==> src/rtl/rr_grant_sequencer.sv <==
// Eight-way round-robin grant sequencer feeding a 3-to-8 decoder (select + enable).
// Registered grant index/enable/new-pulse with a bounded hold under contention.
module rr_grant_sequencer #(
  parameter int unsigned MAX_HOLD = 15,
  parameter int unsigned HOLD_W   = 4
) (
  input  logic       clk,
  input  logic       rst_n,
  input  logic [7:0] req,
  output logic [2:0] gnt_idx,
  output logic       gnt_en,
  output logic       gnt_new
);

  localparam logic [HOLD_W-1:0] HOLD_MAX = HOLD_W'(MAX_HOLD);
  localparam logic [HOLD_W-1:0] HOLD_ONE = HOLD_W'(1);

  typedef enum logic {IDLE, GRANT} state_t;

  state_t            state, state_n;
  logic [2:0]        ptr, ptr_n;
  logic [2:0]        idx_q, idx_n;
  logic [HOLD_W-1:0] hold, hold_n;
  logic              new_q, new_n;

  logic [7:0] cand;
  logic [2:0] win;
  logic [2:0] j;
  logic       any;
  logic       do_grant;

  // While granting, the current holder is masked out so release and forced
  // rotation both pick the next winner from the remaining requesters.
  always_comb begin
    cand = (state == GRANT) ? (req & ~(8'b1 << idx_q)) : req;
    win  = '0;
    any  = 1'b0;
    j    = '0;
    for (int unsigned i = 0; i < 8; i++) begin
      j = ptr + 3'(i);
      if (!any && cand[j]) begin
        any = 1'b1;
        win = j;
      end
    end
  end

  always_comb begin
    state_n  = state;
    ptr_n    = ptr;
    idx_n    = idx_q;
    hold_n   = hold;
    new_n    = 1'b0;
    do_grant = 1'b0;
    case (state)
      IDLE: begin
        if (any) do_grant = 1'b1;
      end
      GRANT: begin
        if (!req[idx_q]) begin
          if (any) do_grant = 1'b1;
          else     state_n  = IDLE;
        end else if (any && (hold == HOLD_MAX)) begin
          do_grant = 1'b1;
        end else if (hold != HOLD_MAX) begin
          hold_n = hold + 1'b1;
        end
      end
      default: state_n = IDLE;
    endcase
    if (do_grant) begin
      state_n = GRANT;
      idx_n   = win;
      ptr_n   = win + 3'd1;
      hold_n  = HOLD_ONE;
      new_n   = 1'b1;
    end
  end

  always_ff @(posedge clk or negedge rst_n) begin
    if (!rst_n) begin
      state <= IDLE;
      ptr   <= '0;
      idx_q <= '0;
      hold  <= '0;
      new_q <= 1'b0;
    end else begin
      state <= state_n;
      ptr   <= ptr_n;
      idx_q <= idx_n;
      hold  <= hold_n;
      new_q <= new_n;
    end
  end

  assign gnt_idx = idx_q;
  assign gnt_en  = (state == GRANT);
  assign gnt_new = new_q;

endmodule

==> config.mk <==
export PLATFORM = sky130hd
export DESIGN_NAME = rr_grant_sequencer
export DESIGN_NICKNAME = d
export VERILOG_FILES = /design/src/rtl/rr_grant_sequencer.sv
export SDC_FILE = /design/constraint.sdc
export NUM_CORES = 1
export LEC_CHECK = 0
export BUFFER_PORTS_ARGS = -buffer_cell sky130_fd_sc_hd__buf_2
export CORE_MARGIN = 2
export CORE_UTILIZATION = 40
export DETAILED_ROUTE_END_ITERATION = 8
export GPL_TIMING_DRIVEN = 0
export PLACE_DENSITY_LB_ADDON = 0.1
export SYNTH_ARGS = -nofsm -noshare
export SYNTH_HDL_FRONTEND = slang
export SYNTH_SLANG_ARGS = --single-unit
==> constraint.sdc <==
create_clock -name clk -period 9.5 [get_ports clk]
set_clock_uncertainty 0.2 [all_clocks]
set_input_delay 0.95 -clock clk [delete_from_list [all_inputs] [get_ports clk]]
set_output_delay 0.95 -clock clk [all_outputs]
set_load 0.005 [all_outputs]
==> impl_metrics.env <==
export IMPL_status="finished clean"
export IMPL_netlist_area_sq_um=2060
export IMPL_n_fill_cell=516
export IMPL_worstSetupPathType="flop to flop"
export IMPL_synth_area_top_cells="dfrtp_1, mux4_2, nand2_1, mux2i_1, nand2b_1"
export IMPL_avgRoutedWirePerCell_um=19.1
export IMPL_grt_ovfl_total=0
export IMPL_drt_iter0_markers=214
export IMPL_grt_usage=0.236
export IMPL_drt_first_pass_iters=6
export IMPL_globalplace_congestion=0.884
export IMPL_synth_most_common_cell="nand2_1"
export IMPL_vias=2187
export IMPL_yosysTopAreaCell="dfrtp_1"
export IMPL_synth_common_cells="nand2_1, dfrtp_1, nand3_1, o21ai_0"
export IMPL_max_freq_ghz=0.223
export IMPL_fin_nets=279
export IMPL_io_pin_count=15
export IMPL_grt_pass1_vias=1955
export IMPL_cts_buffers=3
export IMPL_synth_enable_flop_cells=0
export IMPL_maxCapViolCount=0
export IMPL_yosys_warnings=0
export IMPL_syn_nets=260
export IMPL_grt_pass1_wl_um=10100
export IMPL_path_clk_slew_ns=0.05
export IMPL_period_share=0.473
export IMPL_dieHeight_um=75.7
export IMPL_syn2layout_area_growth_pct=10.3
export IMPL_crit_required_ns=9.42
export IMPL_synth_seq_cells=12
export IMPL_dieArea_sq_um=5730
export IMPL_die_w_um=75.7
export IMPL_slew_viol_final=0
export IMPL_yosysSeqAreaShare=0.146
export IMPL_cp_end_kind="flop"
export IMPL_fin_tns_setup_ns=0
export IMPL_maxSlewHeadroom=0.237
export IMPL_clk_latency_ns=0.24
export IMPL_drtAntennaViolNets=0
export IMPL_synth_top_area_share=0.146
export IMPL_syn_avg_cell_area_sq_um=8.36
export IMPL_root_buffer="clkbuf_8"
export IMPL_drc=0
export IMPL_htree_levels=1
export IMPL_syn_instance_count=246
export IMPL_fin_crit_ns=4.49
export IMPL_clock_sinks=12
export IMPL_start_kind="flop"
export IMPL_dp_hpwl_um=4990
export IMPL_initial_core_util=0.408
export IMPL_crit_path_max_fanout=10
export IMPL_hold_violations=0
export IMPL_drive_above_1_share=0.205
export IMPL_antenna_found_initial=0
export IMPL_ys_async_sr_fraction=1.00
export IMPL_core_sq_um=5040
export IMPL_post_cts_setup_buffers=0
export IMPL_ys_flop_type="dfrtp_1"
export IMPL_ctsResizeCount=0
export IMPL_wirelength_um=6370
export IMPL_hold_buffers=0
export IMPL_crit_arrival_ns=4.41
export IMPL_via_per_inst=6.55
export IMPL_max_slew_worst_pin_slew_ns=1.14
export IMPL_clockBufferDepth=2
export IMPL_rows=26
export IMPL_io_buffer_count=14
export IMPL_setup_viol=0
export IMPL_hold_path_class="flop to flop"
export IMPL_cts_tree="built"
export IMPL_diodes=0
export IMPL_rsz0062_at_grt="false"
export IMPL_synth_cell_type_count=61
export IMPL_grt_max_degree=13
-- worst paths after layout --
check	from	endpoint	slack, ns	depth (start not counted)
worst max-delay path	ptr[0]$_DFFE_PN0P_	ptr[1]$_DFFE_PN0P_	5.01	14
worst min-delay path	hold[0]$_DFFE_PN0P_	hold[0]$_DFFE_PN0P_	0.31	1
worst max register to register	ptr[0]$_DFFE_PN0P_	ptr[1]$_DFFE_PN0P_	5.01	14
worst min register to register	hold[0]$_DFFE_PN0P_	hold[0]$_DFFE_PN0P_	0.31	1
max in group asynchronous	rst_n	ptr[0]$_DFFE_PN0P_	8.51	1
min in group asynchronous	rst_n	hold[3]$_DFFE_PN0P_	0.38	1
-- registers in the layout, summed over array words and instances, names as in the netlist --
name and count:
hold 4, gnt_idx 3, ptr 3, gnt_en 1
gnt_new 1
-- critical path: stages (launching register included) --
cell      delay (ns)
dfrtp_1         0.34
buf_2           0.26
clkinv_1        0.34
buf_2           0.32
ha_1            0.36
clkbuf_1        0.45
a32oi_1         0.34
mux4_2          0.54
a2bb2o_4        0.26
nand3_1         0.15
o22ai_1         0.11
o22ai_1         0.28
ha_1            0.29
nand2_1         0.06
o21ai_1         0.06
-- layout make-up --
cell class / instances / area [sq um] / area share
clock buffer: 4 / 55.1 / 0.0243
sequential: 12 / 300 / 0.132
multi-input combinational: 210 / 1630 / 0.718
tap: 70 / 87.6 / 0.0386
timing repair buffer: 14 / 70.1 / 0.0309
inverter: 6 / 22.5 / 0.00992
buffer: 18 / 104 / 0.0458
-- routing by layer --
metal,part of all wire,global-route usage
met5,0,0
met1,0.46,0.336
met2,0.46,0.381
met3,0.065,0.0238
met4,0.018,0.0624
-- cell families after synthesis --
logic type	synth area share
simple gates	0.273
compound gates	0.337
buf+inv	0.0614
mux	0.145
flops	0.146
fa+ha+maj	0.0243
xor+xnor	0.0128
-- placed cells by master, fill, tap and decap left out, types with 7 or more instances in the layout --
master / netlist / routed
a21oi_1: 10 / 10
dfrtp_1: 12 / 12
buf_2: 8 / 22
o22ai_1: 10 / 10
mux4_2: 9 / 9
nand3_1: 11 / 11
nand2_1: 30 / 30
nor2_1: 8 / 8
o21ai_0: 11 / 11
nor2b_1: 10 / 10
mux2i_1: 7 / 7
nand2b_1: 10 / 10
-- metrics by stage --
stage          utilization  cells  setup slack [ns]  area [sq um]  hold WS (ns)
4_1_cts              0.450    334              5.07          2270         0.312
6_report             0.450    334              5.01          2270         0.306
5_1_grt              0.450    334              4.66          2270         0.344
3_3_place_gp         0.439    330              5.07          2210         0.300
3_5_place_dp         0.439    330              5.08          2210         0.305
2_1_floorplan            -    246              5.77          2060         0.275
Power is left out: the tool's default activity adds up to more than one toggle a clock period on the data nets, which glitch-free logic cannot reach.
